[src/rtl/mem_arbiter_pkg.sv]
// Shared definitions for the memory-port arbiter: FSM encoding and block/address
// width helpers so caches, memory and arbiter agree on the same geometry.
package mem_arbiter_pkg;

  typedef enum logic [1:0] {
    ST_IDLE  = 2'd0,
    ST_ISSUE = 2'd1,
    ST_WAIT  = 2'd2,
    ST_DONE  = 2'd3
  } arb_state_t;

  localparam int DEF_LINE_SIZE    = 32;
  localparam int DEF_BLOCK_SIZE   = 2;
  localparam int DEF_ADDRESS_SIZE = 32;

  function automatic int blk_w(input int line_size, input int block_size);
    return (1 << block_size) * line_size;
  endfunction

  function automatic int baddr_w(input int address_size, input int block_size);
    return address_size - block_size - 2;
  endfunction

  localparam int BLK_W   = blk_w(DEF_LINE_SIZE, DEF_BLOCK_SIZE);
  localparam int BADDR_W = baddr_w(DEF_ADDRESS_SIZE, DEF_BLOCK_SIZE);

endpackage

[src/rtl/mem_arbiter_rr_arb2.sv]
// 2-way round-robin grant select; the priority pointer moves away from the
// requester that was just served when the transaction finishes.
module rr_arb2 (
  input  logic       i_clk,
  input  logic       i_rst,
  input  logic [1:0] i_req,
  input  logic       i_done,
  input  logic       i_done_gnt,
  output logic       o_gnt
);

  logic r_ptr;

  // Contention resolved by the pointer; otherwise the lone requester wins.
  assign o_gnt = (&i_req) ? r_ptr : i_req[1];

  always_ff @(posedge i_clk or posedge i_rst) begin
    if (i_rst)       r_ptr <= 1'b0;
    else if (i_done) r_ptr <= ~i_done_gnt;
  end

endmodule

[src/rtl/mem_arbiter.sv]
// Shares one block-granular memory port between the I-cache (rq0) and D-cache
// (rq1): round-robin, one outstanding transaction, watchdog on memory latency.
module mem_arbiter
  import mem_arbiter_pkg::*;
#(
  parameter int LINE_SIZE    = DEF_LINE_SIZE,
  parameter int BLOCK_SIZE   = DEF_BLOCK_SIZE,
  parameter int ADDRESS_SIZE = DEF_ADDRESS_SIZE,
  parameter int TIMEOUT      = 255,
  localparam int BW = blk_w(LINE_SIZE, BLOCK_SIZE),
  localparam int AW = baddr_w(ADDRESS_SIZE, BLOCK_SIZE)
) (
  input  logic          clk_i,
  input  logic          reset_i,
  input  logic          rq0_read_i,
  input  logic          rq0_wr_i,
  input  logic [AW-1:0] rq0_address_i,
  input  logic [BW-1:0] rq0_write_data_i,
  output logic [BW-1:0] rq0_read_data_o,
  output logic          rq0_busywait_o,
  input  logic          rq1_read_i,
  input  logic          rq1_wr_i,
  input  logic [AW-1:0] rq1_address_i,
  input  logic [BW-1:0] rq1_write_data_i,
  output logic [BW-1:0] rq1_read_data_o,
  output logic          rq1_busywait_o,
  output logic          m_read_o,
  output logic          m_wr_o,
  output logic [AW-1:0] m_address_o,
  output logic [BW-1:0] m_write_data_o,
  input  logic [BW-1:0] m_read_data_i,
  input  logic          m_busywait_i,
  output logic          err_o
);

  localparam logic [8:0] TO_CNT = 9'(TIMEOUT);

  arb_state_t    r_state, w_state_nxt;
  logic          r_gnt;
  logic          r_op_rd, r_op_wr;
  logic [AW-1:0] r_addr;
  logic [BW-1:0] r_wdata;
  logic [BW-1:0] r_rdata0, r_rdata1;
  logic [7:0]    r_wd;
  logic          r_err;

  logic          w_req0, w_req1, w_any_req;
  logic          w_gnt_sel;
  logic          w_active;
  logic          w_done;
  logic [8:0]    w_wd_inc;
  logic          w_wd_hit;

  assign w_req0    = rq0_read_i | rq0_wr_i;
  assign w_req1    = rq1_read_i | rq1_wr_i;
  assign w_any_req = w_req0 | w_req1;
  assign w_done    = (r_state == ST_DONE);
  assign w_active  = (r_state == ST_ISSUE) | (r_state == ST_WAIT);

  // Timeout fires on the WAIT cycle whose increment reaches TIMEOUT, so the
  // arbiter spends exactly TIMEOUT cycles in WAIT before giving up.
  assign w_wd_inc = {1'b0, r_wd} + 9'd1;
  assign w_wd_hit = (w_wd_inc == TO_CNT);

  rr_arb2 u_rr (
    .i_clk      (clk_i),
    .i_rst      (reset_i),
    .i_req      ({w_req1, w_req0}),
    .i_done     (w_done),
    .i_done_gnt (r_gnt),
    .o_gnt      (w_gnt_sel)
  );

  always_comb begin
    w_state_nxt = r_state;
    case (r_state)
      ST_IDLE:  if (w_any_req) w_state_nxt = ST_ISSUE;
      ST_ISSUE: w_state_nxt = ST_WAIT;
      ST_WAIT:  if (!m_busywait_i || w_wd_hit) w_state_nxt = ST_DONE;
      ST_DONE:  w_state_nxt = ST_IDLE;
      default:  w_state_nxt = ST_IDLE;
    endcase
  end

  always_ff @(posedge clk_i or posedge reset_i) begin
    if (reset_i) r_state <= ST_IDLE;
    else         r_state <= w_state_nxt;
  end

  // Request latch: read and write together is a write.
  always_ff @(posedge clk_i or posedge reset_i) begin
    if (reset_i) begin
      r_gnt   <= 1'b0;
      r_op_rd <= 1'b0;
      r_op_wr <= 1'b0;
      r_addr  <= '0;
      r_wdata <= '0;
    end else if (r_state == ST_IDLE && w_any_req) begin
      r_gnt   <= w_gnt_sel;
      r_op_wr <= w_gnt_sel ? rq1_wr_i : rq0_wr_i;
      r_op_rd <= w_gnt_sel ? (rq1_read_i & ~rq1_wr_i) : (rq0_read_i & ~rq0_wr_i);
      r_addr  <= w_gnt_sel ? rq1_address_i : rq0_address_i;
      r_wdata <= w_gnt_sel ? rq1_write_data_i : rq0_write_data_i;
    end
  end

  always_ff @(posedge clk_i or posedge reset_i) begin
    if (reset_i) begin
      r_wd     <= '0;
      r_err    <= 1'b0;
      r_rdata0 <= '0;
      r_rdata1 <= '0;
    end else begin
      case (r_state)
        ST_WAIT: begin
          r_wd <= r_wd + 8'd1;
          if (!m_busywait_i) begin
            if (r_op_rd && r_gnt)  r_rdata1 <= m_read_data_i;
            if (r_op_rd && !r_gnt) r_rdata0 <= m_read_data_i;
          end else if (w_wd_hit) begin
            r_err <= 1'b1;
          end
        end
        ST_DONE: r_wd <= '0;
        default: ;
      endcase
    end
  end

  assign m_read_o        = r_op_rd & w_active;
  assign m_wr_o          = r_op_wr & w_active;
  assign m_address_o     = r_addr;
  assign m_write_data_o  = r_wdata;
  assign err_o           = r_err;
  assign rq0_read_data_o = r_rdata0;
  assign rq1_read_data_o = r_rdata1;

  // The granted requester is released only in DONE; everyone else stays stalled.
  assign rq0_busywait_o = w_req0 & ~(w_done & ~r_gnt);
  assign rq1_busywait_o = w_req1 & ~(w_done & r_gnt);

endmodule

[config.mk]
export PLATFORM = sky130hd
export DESIGN_NAME = mem_arbiter
export DESIGN_NICKNAME = d
export VERILOG_FILES = /design/src/rtl/mem_arbiter_pkg.sv /design/src/rtl/mem_arbiter_rr_arb2.sv /design/src/rtl/mem_arbiter.sv
export SDC_FILE = /design/constraint.sdc
export NUM_CORES = 1
export LEC_CHECK = 0
export ABC_AREA = 1
export CAP_MARGIN = 25
export CORE_AREA = 2 2 335 337
export CTS_BUF_LIST = sky130_fd_sc_hd__clkbuf_4
export DETAILED_ROUTE_END_ITERATION = 10
export DIE_AREA = 0 0 337 339
export PLACE_DENSITY = 0.46
export SYNTH_ARGS = -nofsm -noshare
export SYNTH_HDL_FRONTEND = slang
export SYNTH_SLANG_ARGS = --single-unit
[constraint.sdc]
create_clock -name clk_i -period 14.7 [get_ports clk_i]
set_input_delay 2.94 -clock clk_i [delete_from_list [all_inputs] [get_ports clk_i]]
set_output_delay 2.94 -clock clk_i [all_outputs]
set_load 0.01 [all_outputs]
# ---- After elaboration in Yosys (flattened, before gate mapping)
# Cells that the tools add are included.
# Widths: inputs -> output; s select.
dict set report totals {
  ff_bits 427
  inputBits 447
  out_inout_bits 417
  word_cells 59
}
dict set report classes {
  addsub 2
  eq_ne 6
  mux 9
  bitwise 18
  n_reduce_logical 13
}
# cell count
set ops {}
lappend ops {{$mux 128} 1}
lappend ops {{$mux 28} 1}
lappend ops {{$pmux 8 s2} 1}
lappend ops {{$add 8x1->9 const B} 1}
lappend ops {{$eq 9x8->1 const B} 1}
lappend ops {{$reduce_and 3->1} 3}
lappend ops {{$add 8x1->8 const B} 1}
lappend ops {{$and 1x1->1} 8}
lappend ops {{$pmux 2 s4} 1}
lappend ops {{$not 1->1} 6}
lappend ops {{$eq 2x2->1 const B} 2}
lappend ops {{$mux 2} 2}
lappend ops {{$or 1x1->1} 4}
lappend ops {{$reduce_and 2->1} 2}
lappend ops {{$logic_and 1x1->1} 3}
lappend ops {{$mux 1} 3}
lappend ops {{$eq 2x1->1 const B} 1}
lappend ops {{$logic_not 1->1} 2}
lappend ops {{$logic_not 2->1} 1}
lappend ops {{$ne 2x1->1 const B} 1}
lappend ops {{$ne 2x2->1 const B} 1}
lappend ops {{$reduce_bool 2->1} 1}
lappend ops {{$logic_or 1x1->1} 1}

# ---- Logic depth before layout (Yosys ltp)
# Gate-level depths: netlist of the first run.
dict set report logic_depth {
  word_depth 5
  ltp_mapped 12
  depth_no_buf 12
}

# ---- Cells and area by module
# From an unflattened synthesis of the first run, not the netlist that was laid out.
dict set report hier_totals {
  cells_unflattened 1930
  area_unflattened_um2 17296.6
}
# module instances cells_per_inst area_each_um2 seq_area_each_um2
set modules_own_cells {}
lappend modules_own_cells {mem_arbiter 1 1919 17232.8 10660.2}
lappend modules_own_cells {rr_arb2 1 11 63.8 25.0}

# ---- Least setup slack after synthesis of the first run
# Ideal clock, no wire load.
dict set report synth_path {
  path_type {input to output}
  from {in rq1_read_i}
  to {out rq1_busywait_o}
  t_arrival_ns 3.205
  required_ns 11.760
  path_slack_ns 8.555
  path_stages 2
  n_path_buf 0
  path_cell_list {nor2_1 > a21oi_1}
}
dict set report synth_via {
  elab_chain_len 2
}
# item line
set synth_rtl {}
lappend synth_rtl {{start, declared} mem_arbiter.sv:21} ;# input logic rq1_read_i,
lappend synth_rtl {{$or 1x1->1} mem_arbiter.sv:55} ;# assign w_req1 = rq1_read_i | rq1_wr_i;
lappend synth_rtl {{$and 1x1->1} mem_arbiter.sv:140} ;# assign rq1_busywait_o = w_req1 & ~(w_done & r_gnt);
lappend synth_rtl {{end, declared} mem_arbiter.sv:26} ;# output logic rq1_busywait_o,
# Every way passes these cells.

# ---- Worst setup path after layout of the first run
dict set report layout_path {
  from {in rq0_read_i}
  to {out rq0_busywait_o}
}
dict set report layout_via {
  elab_chain_len 2
}
# item line
set layout_rtl {}
lappend layout_rtl {{start, declared} mem_arbiter.sv:15} ;# input logic rq0_read_i,
lappend layout_rtl {{$or 1x1->1} mem_arbiter.sv:54} ;# assign w_req0 = rq0_read_i | rq0_wr_i;
lappend layout_rtl {{$and 1x1->1} mem_arbiter.sv:139} ;# assign rq0_busywait_o = w_req0 & ~(w_done & ~r_gnt);
lappend layout_rtl {{end, declared} mem_arbiter.sv:20} ;# output logic rq0_busywait_o,
# Every way passes these cells.

==> flow_metrics.tcl, run 1 <==
set metrics [dict create \
    status "finished, final reports clean" \
    grt_max_degree 127 \
    clk_pin_slew_ns 0.05 \
    drcViolationCount 0 \
    cts_tree "done" \
    ios 864 \
    via_count 16986 \
    finalSetupViolations 0 \
    synthMuxAreaShare_pct 0 \
    rows 122 \
    fillers 12091 \
    syn_nets 2369 \
    seqPwrFrac_pct 33.6 \
    syn_to_final_growth_pct 69.3 \
    tightestPinTransition_ns 1.05 \
    synth-seq-area-share_pct 62.2 \
    mostFrequentLayoutCells "clkdlybuf4s50_1, nand2_1, dfrtp_1" \
    multi_input_area_um2 5440 \
    rsz0062_at_grt "no" \
    syn-cell-area_um2 17200 \
    dieArea_um2 114000 \
    intPower_mw 3.66 \
    synth_compound_area_share_pct 17.3 \
    layout-drive-gt1-share_pct 8.15 \
    yosys.area_share.simple_pct 13.7 \
    synthXorXnorAreaFrac_pct 0.0510 \
    fin_skew_ns 0.0755 \
    comb_power_share_pct 45.7 \
    fin_util_pct 26.4 \
    placed_area_um2 27300 \
    clock_latency_ns 0.99 \
    synthAdderAreaFrac_pct 0.364 \
    start_kind "input port" \
    globalplace.congestion 0.851 \
    grt_pass1_vias 17348 \
    synth_cells 1917 \
    syn_avg_cell_area_um2 8.97 \
    hp-class "register to register" \
    grt_pass1_wl_um 129000 \
    ctsHoldBuffers 0 \
    crit_required_ns 11.76 \
    min_period_ns 7.48 \
    clock-sinks 427 \
    final_common_cell "clkdlybuf4s50_1" \
    max_slew_margin_pct 29.8 \
    synth_area_leaders "dfrtp_1, nand2_1, a21oi_1" \
    nets 3264 \
    fin_setup_tns_ns 0 \
    synth_top_area_share_pct 62.2 \
    hold_viol_final 0 \
    post-route-period-util_pct 50.9 \
    fmax_mhz 134 \
    ys_warn_count 0 \
    synth_top_family_by_area "compound AO/OA/AOI/OAI gates" \
    p_switching_mw 2.30 \
    yosys_register_bits 427 \
    ir_drop_v 0.000110 \
    crit_path_end_kind "output pin" \
    via_per_inst 3.86 \
    cts_max_level 4 \
    dieHeight_um 339 \
    layoutNonFillerInstCount 4399 \
    synth.largest_area_cell "dfrtp_1" \
    place_hpwl_um 70900 \
    wl_um 92500 \
    hold_slack_ns 0.479 \
    leakagePower_nw 12.6 \
    path_class "input port to output pin" \
    track_usage_pct 15.8 \
    drtIter0Drc 887 \
    cp_max_fo 4 \
    worst-endpoint-arrival_ns 4.54 \
    wl_per_cell_um 21.0 \
    powerDensity_nw_per_um2 205 \
    drv_cap 0 \
    p_clk_share_pct 20.8 \
    p_sw_share_pct 38.6 \
    pre_cts_ws_ns 7.23 \
    layout_setup_ws_ns 7.22 \
    fin_area_um2 29100 \
    regArea_um2 10700 \
    total_power_mw 5.95 \
    ant_nets 0 \
    port_buffers 863 \
    cts_buffer_depth 3 \
    die_w_um 337 \
    fp.coreArea_um2 110000 \
    cts-root-buf "clkbuf_4" \
    synth_cell_types 23 \
    post_cts_buffers 0 \
    grt_antenna_before_repair 41 \
    placed_cells 4161 \
    drv_slew 0 \
    ctsResizeCount 0 \
    grt-ovfl-total 0 \
    cts_buffers 136 \
    start_util_pct 15.6 \
    dr.pass1.iters 5 \
]
-- cell families after synthesis --
family,Yosys count
and+or+nand+nor,624
buffers and inverters,272
adders and majority gates,5
xor gates and xnor gates,1
AOI/OAI and AO/OA,588
DFF,427
-- metal layers --
metal | vias up | GRT usage (%) | wire length, um
met5 | - | 0 | 106
li1 | 8072 | - | -
met4 | 16 | 6.41 | 2930
met1 | 7961 | 16.5 | 33400
met3 | 188 | 7.08 | 9490
met2 | 749 | 27.6 | 46600
-- path summary, 6_finish.rpt --
check	startpoint	slack, ns	depth (start not counted)	to
max	rq0_read_i	7.22	4	rq0_busywait_o
min	rq1_read_data_o[18]	0.48	2	rq1_read_data_o[18]
max reg2reg	r_state[0]	11.35	8	m_write_data_o[64]
min reg2reg	rq1_read_data_o[18]	0.48	2	rq1_read_data_o[18]
max in group asynchronous	reset_i	9.65	5	rq1_read_data_o[32]
min in group asynchronous	reset_i	2.36	2	m_address_o[20]
-- power by group through the flow --
stage          clock network (mW)  logic (mW)  registers (mW)
3_3_place_gp                    0        2.75            2.00
2_1_floorplan                   0       0.879            2.22
3_5_place_dp                    0        2.75            2.01
4_1_cts                      1.31        2.76            2.00
6_report                     1.24        2.72            2.00
5_1_grt                      1.37        2.96            2.07
-- synthesized netlist by cell type, drive strengths merged --
library cell,number
nand3,10
o21a,2
nand4,1
dfrtp,427
buf,74
nand2,446
nor2,166
inv,148
a21oi,317
clkbuf,50
ha,5
nor3,1
o22ai,4
o21bai,1
xor2,1
o21ai,264
-- critical path, stage by stage --
cell and delay, ns:
clkdlybuf4s50_1 0.48, nor2_2 0.49, a21oi_1 0.11, clkdlybuf4s50_1 0.52
-- sequential cells by signal (all words and copies together), names as in the netlist, 2 cells and up --
| register | cells |
|---|---|
| rq0_read_data_o | 128 |
| m_write_data_o | 128 |
| m_address_o | 28 |
| r_state | 2 |
| rq1_read_data_o | 128 |
| r_wd | 8 |
-- layout make-up --
type,instances,share of cell area (%)
Sequential cell,427,36.7
Timing Repair Buffer,881,30.3
Multi-Input combinational cell,1218,18.7
Tap cell,1488,6.40
Clock buffer,190,4.90
Inverter,148,1.95
Clock inverter,31,0.920
Antenna cell,16,0.138
(Power assumes the default switching activity.)
==> run 2, diff against run 1 <==
--- a/config.mk
+++ b/config.mk
@@ -11,7 +11,7 @@
 export CTS_BUF_LIST = sky130_fd_sc_hd__clkbuf_4
 export DETAILED_ROUTE_END_ITERATION = 10
 export DIE_AREA = 0 0 337 339
-export PLACE_DENSITY = 0.46
+export PLACE_DENSITY = 0.45
 export SYNTH_ARGS = -nofsm -noshare
 export SYNTH_HDL_FRONTEND = slang
 export SYNTH_SLANG_ARGS = --single-unit
==> constraint.sdc (replaced) <==
create_clock -name clk_i -period 7.1 [get_ports clk_i]
set_input_delay 1.42 -clock clk_i [delete_from_list [all_inputs] [get_ports clk_i]]
set_output_delay 1.42 -clock clk_i [all_outputs]
set_load 0.01 [all_outputs]
==> flow_metrics.tcl, run 2 (synthesized netlist as in run 1, its figures left out) <==
set metrics [dict create \
    drcViolationCount 0 \
    drtIter0Drc 848 \
    cp_max_fo 4 \
    nets 3261 \
    ctsHoldBuffers 0 \
    p_clk_share_pct 20.0 \
    ctsResizeCount 0 \
    placed_cells 4160 \
    fp.coreArea_um2 110000 \
    grt_max_degree 224 \
    final_common_cell "clkdlybuf4s50_1" \
    clock-sinks 427 \
    min_period_ns 4.34 \
    placed_area_um2 27400 \
    total_power_mw 12.3 \
    intPower_mw 7.47 \
    worst-endpoint-arrival_ns 2.92 \
    cts_tree "done" \
    tightestPinTransition_ns 1.11 \
    drv_cap 0 \
    dieHeight_um 339 \
    via_per_inst 3.87 \
    critPathMostFrequentCell "clkdlybuf4s50_1" \
    critical_path.top_delay_family "buffers and inverters" \
    comb_power_share_pct 46.3 \
    mostFrequentLayoutCells "clkdlybuf4s50_1, nand2_1, dfrtp_1" \
    crit_path_end_kind "output pin" \
    ir_drop_v 0.000258 \
    hold_slack_ns 0.480 \
    cts-root-buf "clkbuf_4" \
    clk_pin_slew_ns 0.06 \
    path_buf_inv 2 \
    crit_required_ns 5.68 \
    dieArea_um2 114000 \
    p_switching_mw 4.83 \
    place_hpwl_um 72400 \
    fin_area_um2 29100 \
    finalSetupViolations 0 \
    fin_skew_ns 0.0925 \
    syn_to_final_growth_pct 69.0 \
    track_usage_pct 16.4 \
    max_slew_margin_pct 26.0 \
    wl_um 95600 \
    ant_nets 0 \
    die_w_um 337 \
    grt_pass1_vias 17369 \
    globalplace.congestion 0.838 \
    dr.pass1.iters 7 \
    fin_setup_tns_ns 0 \
    layout-drive-gt1-share_pct 8.02 \
    grt_antenna_before_repair 53 \
    wl_per_cell_um 21.7 \
    cts_buffers 135 \
    drv_slew 0 \
    slowest_delay_ns 0.51 \
    worstPathCellList "clkdlybuf4s50_1, nor2_2, a21oi_1, clkdlybuf4s50_1" \
    fin_util_pct 26.3 \
    layoutNonFillerInstCount 4401 \
    post_cts_buffers 0 \
    pre_cts_ws_ns 2.80 \
    fillers 12091 \
    cts_max_level 4 \
    leakagePower_nw 12.6 \
    via_count 17045 \
    grt-ovfl-total 0 \
    cts_buffer_depth 3 \
    post-route-period-util_pct 61.2 \
    path_class "input port to output pin" \
    rsz0062_at_grt "no" \
    cp_slowest_cell "clkdlybuf4s50_1" \
    ios 864 \
    seqPwrFrac_pct 33.7 \
    port_buffers 863 \
    ff2ff_setup_slack_ns 4.24 \
    hp-class "register to register" \
    rows 122 \
    clock_latency_ns 1.02 \
    start_util_pct 15.6 \
    powerDensity_nw_per_um2 423 \
    layout_setup_ws_ns 2.76 \
    hold_viol_final 0 \
    grt_pass1_wl_um 132000 \
    fmax_mhz 230 \
    status "finished, final reports clean" \
    p_sw_share_pct 39.3 \
    start_kind "input port" \
]
==> run 2: path summary, 6_finish.rpt <==
check / depth (start not counted) / endpoint / from
setup / recovery: 4 / rq0_busywait_o / rq0_wr_i
hold / removal: 2 / rq0_read_data_o[15] / rq0_read_data_o[15]
setup reg to reg: 7 / rq0_read_data_o[21] / r_state[0]
hold reg to reg: 2 / rq0_read_data_o[15] / rq0_read_data_o[15]
max in group asynchronous: 4 / rq0_read_data_o[79] / reset_i
min in group asynchronous: 2 / m_write_data_o[46] / reset_i
==> run 2: area by class of cell <==
| cell class | count | area [um2] | area share (%) |
|---|---|---|---|
| repair buffers | 879 | 8850 | 30.4 |
| inverters | 148 | 569 | 1.96 |
| flip-flops and latches | 427 | 10700 | 36.8 |
| clock buffers | 190 | 1430 | 4.91 |
| clock inverters | 30 | 176 | 0.607 |
| diodes | 21 | 52.6 | 0.181 |
| multi-input cells | 1218 | 5440 | 18.7 |
| well taps | 1488 | 1860 | 6.41 |
==> run 2: per-layer routing <==
metal  share of wire (%)  GRT usage (%)  up-vias
met3                  11           7.88      196
met1                  36           16.9     8013
met5                0.18              0        -
li1                    -              -     8066
met2                  50           27.8      746
met4                 3.0           7.48       24
==> run 2: power by group through the flow <==
stage          Sequential [mW]  Clock, mW  Combinational, mW
6_report                  4.15       2.45               5.70
5_1_grt                   4.28       2.74               6.21
4_1_cts                   4.15       2.61               5.80
3_5_place_dp              4.17          0               5.79
3_3_place_gp              4.15          0               5.77
2_1_floorplan             4.61          0               1.82
==> run 2: worst reg2reg max path: cells and delay by family (launching register included) <==
kind | cells | cell delay, ns
fa+ha+maj | 1 | 0.17
flops | 1 | 0.39
simple gates | 2 | 0.76
compound gates | 1 | 0.73
buf+inv | 3 | 0.68
